`config.mk`:
```
export PLATFORM = sky130hd
export DESIGN_NAME = ysyx_23060096_lsu
export DESIGN_NICKNAME = d
export VERILOG_FILES = /design/src/rtl/ysyx_23060096_lsu_pkg.sv /design/src/rtl/ysyx_23060096_lsu_lane.sv /design/src/rtl/ysyx_23060096_lsu.sv
export SDC_FILE = /design/constraint.sdc
export NUM_CORES = 1
export LEC_CHECK = 0
export ABC_AREA = 0
export CAP_MARGIN = 5
export CORE_ASPECT_RATIO = 2
export CORE_MARGIN = 5
export CORE_UTILIZATION = 44
export DETAILED_ROUTE_END_ITERATION = 12
export MAX_ROUTING_LAYER = met4
export PLACE_DENSITY = 0.84
export SYNTH_ARGS = -nofsm -noshare
export SYNTH_HDL_FRONTEND = slang
export SYNTH_HIERARCHICAL = 1
export SYNTH_SLANG_ARGS = --single-unit
```
`constraint.sdc`:
```
create_clock -name clk -period 2.8 [get_ports clk]
set_input_delay 0.28 -clock clk [delete_from_list [all_inputs] [get_ports clk]]
set_output_delay 0.28 -clock clk [all_outputs]
set_load 0.05 [all_outputs]
```
`src/rtl/ysyx_23060096_lsu_pkg.sv`:
```
// Shared definitions for the load/store unit: RV32 funct3 width codes,
// FSM state encoding, the latched-op record and small decode helpers.
package ysyx_23060096_lsu_pkg;

    localparam int unsigned LANE_W = 32;
    localparam int unsigned STRB_W = 4;

    // RV32 load/store funct3 codes (stores use B/H/W only)
    localparam logic [2:0] F3_B  = 3'b000;
    localparam logic [2:0] F3_H  = 3'b001;
    localparam logic [2:0] F3_W  = 3'b010;
    localparam logic [2:0] F3_BU = 3'b100;
    localparam logic [2:0] F3_HU = 3'b101;

    typedef enum logic [1:0] {
        ST_IDLE = 2'd0,
        ST_REQ  = 2'd1,
        ST_WAIT = 2'd2,
        ST_WB   = 2'd3
    } lsu_state_e;

    // Fields of the accepted op still needed after the request phase
    typedef struct packed {
        logic       wen;
        logic [2:0] funct3;
        logic [1:0] addr_lo;
    } lsu_op_t;

    // Stores have no unsigned variants; 1xx store codes fall back to word
    function automatic logic [2:0] norm_funct3(input logic wen, input logic [2:0] f3);
        if (wen && f3[2]) begin
            return F3_W;
        end
        return f3;
    endfunction

    function automatic logic funct3_legal(input logic wen, input logic [2:0] f3);
        if (wen) begin
            return (f3 == F3_B) || (f3 == F3_H) || (f3 == F3_W);
        end
        return (f3 == F3_B) || (f3 == F3_H) || (f3 == F3_W) ||
               (f3 == F3_BU) || (f3 == F3_HU);
    endfunction

endpackage

```
`src/rtl/ysyx_23060096_lsu_lane.sv`:
```
// Byte-lane steering for 32-bit accesses (purely combinational).
//   funct3     : normalised width/sign code
//   addr_lo    : byte offset within the word
//   wdata      : store data (rs2)       -> lane_wdata, wstrb
//   rdata      : memory read word       -> ext_rdata (sign/zero extended)
//   misaligned : access crosses its natural alignment
module ysyx_23060096_lsu_lane
    import ysyx_23060096_lsu_pkg::*;
(
    input  logic [2:0]        funct3,
    input  logic [1:0]        addr_lo,
    input  logic [LANE_W-1:0] wdata,
    input  logic [LANE_W-1:0] rdata,
    output logic [STRB_W-1:0] wstrb,
    output logic [LANE_W-1:0] lane_wdata,
    output logic [LANE_W-1:0] ext_rdata,
    output logic              misaligned
);

    logic [7:0]  byte_v;
    logic [15:0] half_v;

    always_comb begin
        byte_v     = 8'(rdata >> {addr_lo, 3'b000});
        half_v     = 16'(rdata >> {addr_lo[1], 4'b0000});
        wstrb      = 4'b1111;
        lane_wdata = wdata;
        ext_rdata  = rdata;
        misaligned = |addr_lo;
        case (funct3)
            F3_B, F3_BU: begin
                wstrb      = 4'b0001 << addr_lo;
                lane_wdata = {4{wdata[7:0]}};
                ext_rdata  = funct3[2] ? {24'd0, byte_v} : {{24{byte_v[7]}}, byte_v};
                misaligned = 1'b0;
            end
            F3_H, F3_HU: begin
                wstrb      = 4'b0011 << {addr_lo[1], 1'b0};
                lane_wdata = {2{wdata[15:0]}};
                ext_rdata  = funct3[2] ? {16'd0, half_v} : {{16{half_v[15]}}, half_v};
                misaligned = addr_lo[0];
            end
            default: ;
        endcase
    end

endmodule

```
`src/rtl/ysyx_23060096_lsu.sv`:
```
// Multi-cycle load/store unit: execute-stage handshake in, one outstanding
// memory request, register-file write port out for loads.
// Ports: clk/rstn (sync, active-low); req_* op from execute (req_ready in
// IDLE only); mem_req_*/mem_* request bus; mem_rsp_valid/mem_rdata response;
// rf_w_en/rf_waddr/rf_wdata one-cycle load writeback; done retire pulse;
// busy while not IDLE.
// Optional: define YSYX_23060096_LSU_MISALIGN_CHECK_EN to add output err;
// misaligned or undefined-funct3 ops then skip memory and retire with err.
module ysyx_23060096_lsu
    import ysyx_23060096_lsu_pkg::*;
#(
    parameter int unsigned ADDR_WIDTH = 5,
    parameter int unsigned DATA_WIDTH = 32
) (
    input  logic                  clk,
    input  logic                  rstn,
    input  logic                  req_valid,
    output logic                  req_ready,
    input  logic                  req_wen,
    input  logic [2:0]            req_funct3,
    input  logic [DATA_WIDTH-1:0] req_addr,
    input  logic [DATA_WIDTH-1:0] req_wdata,
    input  logic [ADDR_WIDTH-1:0] req_rd,
    output logic                  mem_req_valid,
    input  logic                  mem_req_ready,
    output logic [DATA_WIDTH-1:0] mem_addr,
    output logic                  mem_wen,
    output logic [DATA_WIDTH-1:0] mem_wdata,
    output logic [STRB_W-1:0]     mem_wstrb,
    input  logic                  mem_rsp_valid,
    input  logic [DATA_WIDTH-1:0] mem_rdata,
    output logic                  rf_w_en,
    output logic [ADDR_WIDTH-1:0] rf_waddr,
    output logic [DATA_WIDTH-1:0] rf_wdata,
    output logic                  done,
    output logic                  busy
`ifdef YSYX_23060096_LSU_MISALIGN_CHECK_EN
    ,
    output logic                  err
`endif
);

    lsu_state_e            state_q, state_n;
    lsu_op_t               op_q;
    logic [ADDR_WIDTH-1:0] rd_q;

    logic [2:0]        req_f3_norm;
    logic [2:0]        lane_f3;
    logic [1:0]        lane_addr_lo;
    logic [STRB_W-1:0] lane_wstrb;
    logic [LANE_W-1:0] lane_wdata;
    logic [LANE_W-1:0] lane_rdata;
    logic              accept_bad;

    logic accept, capture, done_n, rf_w_en_n;
`ifdef YSYX_23060096_LSU_MISALIGN_CHECK_EN
    logic err_n;
    logic lane_misaligned;
`endif

    // Lane logic decodes the incoming op while IDLE, the latched op afterwards
    assign req_f3_norm  = norm_funct3(req_wen, req_funct3);
    assign lane_f3      = (state_q == ST_IDLE) ? req_f3_norm   : op_q.funct3;
    assign lane_addr_lo = (state_q == ST_IDLE) ? req_addr[1:0] : op_q.addr_lo;

    ysyx_23060096_lsu_lane u_lane (
        .funct3     (lane_f3),
        .addr_lo    (lane_addr_lo),
        .wdata      (req_wdata),
        .rdata      (mem_rdata),
        .wstrb      (lane_wstrb),
        .lane_wdata (lane_wdata),
        .ext_rdata  (lane_rdata),
`ifdef YSYX_23060096_LSU_MISALIGN_CHECK_EN
        .misaligned (lane_misaligned)
`else
        .misaligned ()
`endif
    );

`ifdef YSYX_23060096_LSU_MISALIGN_CHECK_EN
    assign accept_bad = lane_misaligned || !funct3_legal(req_wen, req_funct3);
`else
    assign accept_bad = 1'b0;
`endif

    // Next state and next values of the registered strobes
    always_comb begin
        state_n   = state_q;
        accept    = 1'b0;
        capture   = 1'b0;
        done_n    = 1'b0;
        rf_w_en_n = 1'b0;
`ifdef YSYX_23060096_LSU_MISALIGN_CHECK_EN
        err_n     = 1'b0;
`endif
        case (state_q)
            ST_IDLE: begin
                if (req_valid) begin
                    accept  = 1'b1;
                    state_n = accept_bad ? ST_WB : ST_REQ;
                    done_n  = accept_bad;
`ifdef YSYX_23060096_LSU_MISALIGN_CHECK_EN
                    err_n   = accept_bad;
`endif
                end
            end
            ST_REQ: begin
                if (mem_req_ready) begin
                    state_n = ST_WAIT;
                end
            end
            ST_WAIT: begin
                // done lands in WB for loads, in the following IDLE cycle for stores
                if (mem_rsp_valid) begin
                    done_n = 1'b1;
                    if (op_q.wen) begin
                        state_n = ST_IDLE;
                    end else begin
                        state_n   = ST_WB;
                        capture   = 1'b1;
                        rf_w_en_n = (rd_q != '0);
                    end
                end
            end
            ST_WB: begin
                state_n = ST_IDLE;
            end
            default: begin
                state_n = ST_IDLE;
            end
        endcase
    end

    // State register and all registered outputs
    always_ff @(posedge clk) begin
        if (!rstn) begin
            state_q       <= ST_IDLE;
            op_q          <= '0;
            rd_q          <= '0;
            req_ready     <= 1'b1;
            busy          <= 1'b0;
            mem_req_valid <= 1'b0;
            mem_addr      <= '0;
            mem_wen       <= 1'b0;
            mem_wdata     <= '0;
            mem_wstrb     <= '0;
            rf_w_en       <= 1'b0;
            rf_waddr      <= '0;
            rf_wdata      <= '0;
            done          <= 1'b0;
`ifdef YSYX_23060096_LSU_MISALIGN_CHECK_EN
            err           <= 1'b0;
`endif
        end else begin
            state_q       <= state_n;
            req_ready     <= (state_n == ST_IDLE);
            busy          <= (state_n != ST_IDLE);
            mem_req_valid <= (state_n == ST_REQ);
            done          <= done_n;
            rf_w_en       <= rf_w_en_n;
`ifdef YSYX_23060096_LSU_MISALIGN_CHECK_EN
            err           <= err_n;
`endif
            if (accept) begin
                op_q      <= '{wen: req_wen, funct3: req_f3_norm, addr_lo: req_addr[1:0]};
                rd_q      <= req_rd;
                mem_addr  <= {req_addr[DATA_WIDTH-1:2], 2'b00};
                mem_wen   <= req_wen;
                mem_wdata <= lane_wdata;
                mem_wstrb <= req_wen ? lane_wstrb : '0;
            end
            if (capture) begin
                rf_waddr <= rd_q;
                rf_wdata <= lane_rdata;
            end
        end
    end

endmodule

```
* Word-level counts from Yosys, hierarchy flattened
Index checks and enable logic that the tools add are counted.
** Storage, ports and cells
- Register bits after elaboration :: 121
- Input bits :: 110
- Output and inout port bits :: 111
- Word-level logic and storage cells :: 61
** Operators by class
- Equality and inequality tests :: 7
- Shift-type cells :: 4
- Mux-type cells :: 22
- Bitwise logic cells :: 3
- Reductions and logical operators :: 10
** Operators with widths (count)
- one-hot mux 32 bit (2 select lines) :: 2
- 2-to-1 mux 32 bit :: 2
- right shift 32 x 5 -> 16 bit :: 1
- right shift 32 x 5 -> 8 bit :: 1
- 2-to-1 mux 2 bit :: 5
- 2-to-1 mux 3 bit :: 3
- one-hot mux 2 bit (4 select lines) :: 1
- one-hot mux 4 bit (2 select lines) :: 1
- 2-to-1 mux 1 bit :: 7
- equality test 3 bit (second input constant) :: 2
- nonzero test 5 bit :: 1
- equality test 2 x 1 -> 1 bit (second input constant) :: 2
- equality test 2 bit (second input constant) :: 2
- logical NOT 2 bit :: 2
- 2-to-1 mux 4 bit :: 1
- OR reduction 2 bit :: 2
- OR reduction 4 bit :: 1
- left shift 1 x 2 -> 4 bit (first input constant) :: 1
- left shift 2 x 2 -> 4 bit (first input constant) :: 1
- equality test 3 x 1 -> 1 bit (second input constant) :: 1
- logical NOT 3 bit :: 1
- inverter 1 bit :: 3
- AND reduction 2 bit :: 1
- nonzero test 2 bit :: 1
- logical AND 1 bit :: 1

* Depth between registers and ports, before layout
Gate-level depths: netlist (run 1).
- Word-level depth :: 8
- Gate-level depth with buffers :: 12
- Depth with buffers taken out :: 8

* By module
Netlist (run 1), hierarchy kept.
** By module, submodules not included
- ysyx_23060096_lsu :: times used 1, cells an instance 545, area each 4529.3 um^2, seq. area each 2422.3 um^2
- ysyx_23060096_lsu_lane :: times used 1, cells an instance 189, area each 1234.9 um^2, seq. area each 0.0 um^2

* Worst setup path after synthesis (run 1)
Ideal clock, no wire load.
- Path kind :: reg-to-reg
- Start :: register state_q[0]
- End :: register rf_wdata[26]
- Setup time :: 0.129 ns
- Data arrival time :: 2.133 ns
- Data required time :: 2.671 ns
- Setup slack :: 0.538 ns
- Cell stages (with the launch flop) :: 11
- Buffers on the path :: 3
- Clock period less this slack :: 2.262 ns
- Cells stage by stage :: dfxtp_1 clkbuf_1 nor2_1 mux2_2 buf_6 mux2_4 a31oi_4 buf_6 o22ai_1 nand2_1 o21ai_0
** On the way
- Cells in the longest elaborated chain, start to end :: 5
- Elaborated cells between the ends (all ways) :: 16
- Classes of those cells :: 4 x eq/ne; 2 x shift; 6 x mux; 4 x reduce/logical
** RTL lines
- start, declared :: line ysyx_23060096_lsu.sv:43 : lsu_state_e state_q, state_n;
- start signal, assigned :: line ysyx_23060096_lsu.sv:156 : state_q <= state_n;
- logical NOT 2 bit * :: line ysyx_23060096_lsu.sv:64 : assign lane_addr_lo = (state_q == ST_IDLE) ? req_addr[1:0] : op_q.addr_lo;
- 2-to-1 mux 2 bit * :: line ysyx_23060096_lsu.sv:64
- via lane_addr_lo[1] :: line ysyx_23060096_lsu.sv:49 : logic [1:0] lane_addr_lo;
- right shift 32 x 5 -> 16 bit or right shift 32 x 5 -> 8 bit (tied branches) :: line ysyx_23060096_lsu_lane.sv:25, ysyx_23060096_lsu_lane.sv:24
- 2-to-1 mux 32 bit (on tied branches) :: line ysyx_23060096_lsu_lane.sv:40, ysyx_23060096_lsu_lane.sv:34
- one-hot mux 32 bit (2 select lines) * :: line ysyx_23060096_lsu_lane.sv:30 : case (funct3)
- via lane_rdata[26] :: line ysyx_23060096_lsu.sv:52 : logic [LANE_W-1:0] lane_rdata;
- end signal, assigned :: line ysyx_23060096_lsu.sv:175 : rf_wdata <= lane_rdata;
- end, declared :: line ysyx_23060096_lsu.sv:34 : output logic [DATA_WIDTH-1:0] rf_wdata,
Mark *: on every way through the listed nets, which the timed path passes. The rest lies on a longest branch.
A chain may end at the register's enable or synchronous reset.

* Worst setup path in the final report (run 1)
- Start :: register state_q[0]
- End :: register rf_wdata[14]
** On the way
- Cells in the longest elaborated chain, start to end :: 5
- Elaborated cells between the ends (all ways) :: 16
- Classes of those cells :: 4 x eq/ne; 2 x shift; 6 x mux; 4 x reduce/logical
** RTL lines
- logical NOT 2 bit * :: line ysyx_23060096_lsu.sv:63 : assign lane_f3 = (state_q == ST_IDLE) ? req_f3_norm : op_q.funct3;
- 2-to-1 mux 3 bit * :: line ysyx_23060096_lsu.sv:63
- via lane_f3[1] :: line ysyx_23060096_lsu.sv:48 : logic [2:0] lane_f3;
- equality test 3 x 1 -> 1 bit, or another cell as far along
- OR reduction 2 bit :: line ysyx_23060096_lsu_lane.sv:30
- one-hot mux 32 bit (2 select lines) * :: line ysyx_23060096_lsu_lane.sv:30
- via lane_rdata[14] :: line ysyx_23060096_lsu.sv:52
Marks and branches as above.

==> results of run 1 <==
## cells in the final DEF, fill, tap and decap left out, types with 2 or more instances in the layout
cell             instances
a21boi_0                34
a21boi_1                44
a21oi_1                  4
a221o_1                  7
and3b_1                  2
buf_4                   18
clkbuf_1                 3
clkbuf_16               17
clkdlybuf4s50_1        217
clkinv_2                 3
clkinvlp_4               6
conb_1                   2
dfxtp_1                121
inv_1                   11
mux2_2                  11
mux2_4                   2
mux2i_1                 16
nand2_1                228
nand3_1                 43
nor2_1                  14
nor2b_1                 20
o21ai_0                 47
o21bai_1                 4
o221ai_1                 8
o22ai_1                 17
or2_2                    3
## power by group through the flow
| stage | Sequential [uW] | Combinational, uW | Clock (uW) |
|---|---|---|---|
| after floorplan | 2230 | 652 | 0 |
| after global placement | 1910 | 1460 | 0 |
| after detailed placement | 1920 | 1470 | 0 |
| after CTS | 1880 | 1480 | 2080 |
| after global routing | 1890 | 1570 | 2150 |
| final | 1880 | 1470 | 2030 |
## layout make-up
type	instances	share of cell area [%]
Inverter	11	0.487
Sequential cell	121	28.6
Timing Repair Buffer	236	27.5
Tap cell	152	2.24
Multi-Input combinational cell	527	34.8
Clock buffer	21	5.31
Clock inverter	11	1.17
## per-stage QoR
| stage | utilization, % | hold WS [ns] | power [uW] |
|---|---|---|---|
| finish | 65.6 | 0.419 | 5390 |
| global route | 65.6 | 0.411 | 5620 |
| CTS | 65.6 | 0.404 | 5440 |
| detailed placement | 61.4 | 0.446 | 3390 |
| global placement | 61.4 | 0.439 | 3370 |
| floorplan | - | 0.415 | 2890 |
## path summary, 6_finish.rpt
check                                          startpoint                   endpoint  slack, ns  cells past startpoint
worst max-delay path                state_q[0]$_SDFF_PN0_  rf_wdata[14]$_SDFFE_PN0P_       0.33                      7
worst min register to register  mem_wstrb[0]$_SDFFE_PN0P_  mem_wstrb[0]$_SDFFE_PN0P_       0.45                      2
worst min-delay path                          req_addr[5]   mem_addr[5]$_SDFFE_PN0P_       0.42                      3
worst max register to register      state_q[0]$_SDFF_PN0_  rf_wdata[14]$_SDFFE_PN0P_       0.33                      7
## worst max-delay path: stages, from the launching register on
cell	delay, ns
dfxtp_1	0.31
nor2_1	0.42
nor2_1	0.15
a21oi_4	0.40
or2_2	0.63
o221ai_1	0.24
nand2_1	0.11
o21ai_0	0.07
## routing by layer
| layer | share of wire (%) | wire [um] | global-route usage (%) | vias to the layer above |
|---|---|---|---|---|
| li1 | - | - | - | 2815 |
| met1 | 35 | 6500 | 22.5 | 2658 |
| met2 | 56 | 10400 | 43.7 | 196 |
| met3 | 4.7 | 872 | 4.73 | 51 |
| met4 | 3.4 | 625 | 12.1 | 0 |
| met5 | 0 | 0 | - | - |
## state kept, by name (all words and copies together) (netlist names)
| name | count |
|---|---|
| mem_wstrb | 4 |
| rf_waddr | 5 |
| rf_w_en | 1 |
| mem_addr | 30 |
| rd_q | 5 |
| op_q | 6 |
| mem_wdata | 32 |
| done | 1 |
| rf_wdata | 32 |
| state_q | 2 |
| req_ready | 1 |
| busy | 1 |
| mem_req_valid | 1 |
==> out/results.md, run 1 <==
* finished, final reports clean — status
* 172 um — chip height
* register — CP startpoint kind
* 0.871 — final weighted congestion in routability-driven placement
* 1079 — post-route non-filler standard cell count
* 1066 — number of filler instances in the final layout
* 23.5% — aggregate global-route resource usage
* 0.00755 ns — setup skew after layout
* 0.06 ns — clock-pin slew of the registers on the worst-case setup and hold paths
* 2 — maximum buffer depth of the clock tree
* 0 — antenna violations before repair
* 18400 um — final WL
* 0 ns — Fin Setup TNS
* 636 mW/mm^2 — pwr dens
* 0 — Gates resized, CTS repair
* 0.41 ns — clock latency on the worst-skew pair
* in -> reg — worst hold path class
* 0 — final number of max-transition violations
* 0.0156 mm^2 — area of the die
* 218 — count of port buffers added during placement
* 6 — Synthesis Warnings
* 4 — Detailed Routing Iterations Pass 1
* 47.4% — area added between synthesis and finish
* 0.101 ns — pre-CTS WS
* 547 uV — maximum VDD drop
* 3650 uW — cell internal power dissipation
* 90.8 um — Horiz. Die Dim
* 34.9% — Flop pwr share
* 7.87 um^2 — Post-Syn Area per Cell
* 731 — number of instances in the synthesized netlist
* 88.3% — share of the clock period used by the worst path
* 17 — number of buffers created by CTS
* 86 — largest net degree at the start of global routing
* 0 — maximum capacitance violations
* 0 — GRT Residual Overflow
* 0.329 ns — worst path setup slack after routing
* 46.4% — relative slew slack
* 17.0 um — DR WL/cell
* 32.2% — switching power share of the total
* 3.06 ns — worst path required time
* 0 — remaining design rule violation count
* 44.5% — initial standard-cell utilization of the core
* 0 — number of failing hold endpoints at the final stage
* 0 — Post-CTS Hold Fix Bufs
* 5.30 — via density per instance
* 2.73 ns — Arr. time, crit path
* 7.77% — fraction of layout cells with a size suffix above 1
* no — setup repair after global routing missed its margin
* 0 — Antenna Violating Nets Remaining
* reg -> reg — startpoint-to-endpoint class of the critical path
* 0.00242 mm^2 — FF/Latch Area
* 37.7% — share of power burned in the clock network
* 0 — Final setup viols
* 28300 um — first-pass GRT wire length
* done — CTS tree
* 2.47 ns — minimum clock period
* 121 — sinks on the clock net
* clkbuf_16 — Clk Tree Root Cell
* 27.4% — combinational power share
* 221 — number of ports placed on the die boundary
* 0.805 ns — actual slew at the worst max-slew pin
* 0 — Post-CTS Setup Inserts
* 0.0129 mm^2 — core footprint
* 13400 um — DPL Wire Length
* 0.00575 mm^2 — post-synthesis instance area
* 0.00848 mm^2 — final instance area
* 0.00793 mm^2 — dpl cell area
* 59 — number of placement rows
* 5550 — vias in the first global route
* 4 — Max H-tree Level
* 1730 uW — NetSw
* 0.00295 mm^2 — area of combinational cells with multiple inputs
* 405 MHz — fmax
* 1047 — total placed cells including tap cells
* register — type of destination of the critical path
* 0.00322 uW — LEAKAGE
* 31 — largest fanout of any net on the critical path
* 211 — violation count after the first detailed-routing iteration
* 0 — number of diodes added for antenna fixing
* 1024 — number of nets in the layout
* 5720 — routed vias
No activity file was read; power rests on OpenSTA's default activity.
==> run 2: changes to the inputs <==
--- a/config.mk
+++ b/config.mk
@@ -6,7 +6,7 @@
 export NUM_CORES = 1
 export LEC_CHECK = 0
 export ABC_AREA = 0
-export CAP_MARGIN = 5
+export CAP_MARGIN = 10
 export CORE_ASPECT_RATIO = 2
 export CORE_MARGIN = 5
 export CORE_UTILIZATION = 44
==> results of run 2 <==
Final layout, timing and power as in run 1 (identical DEF).
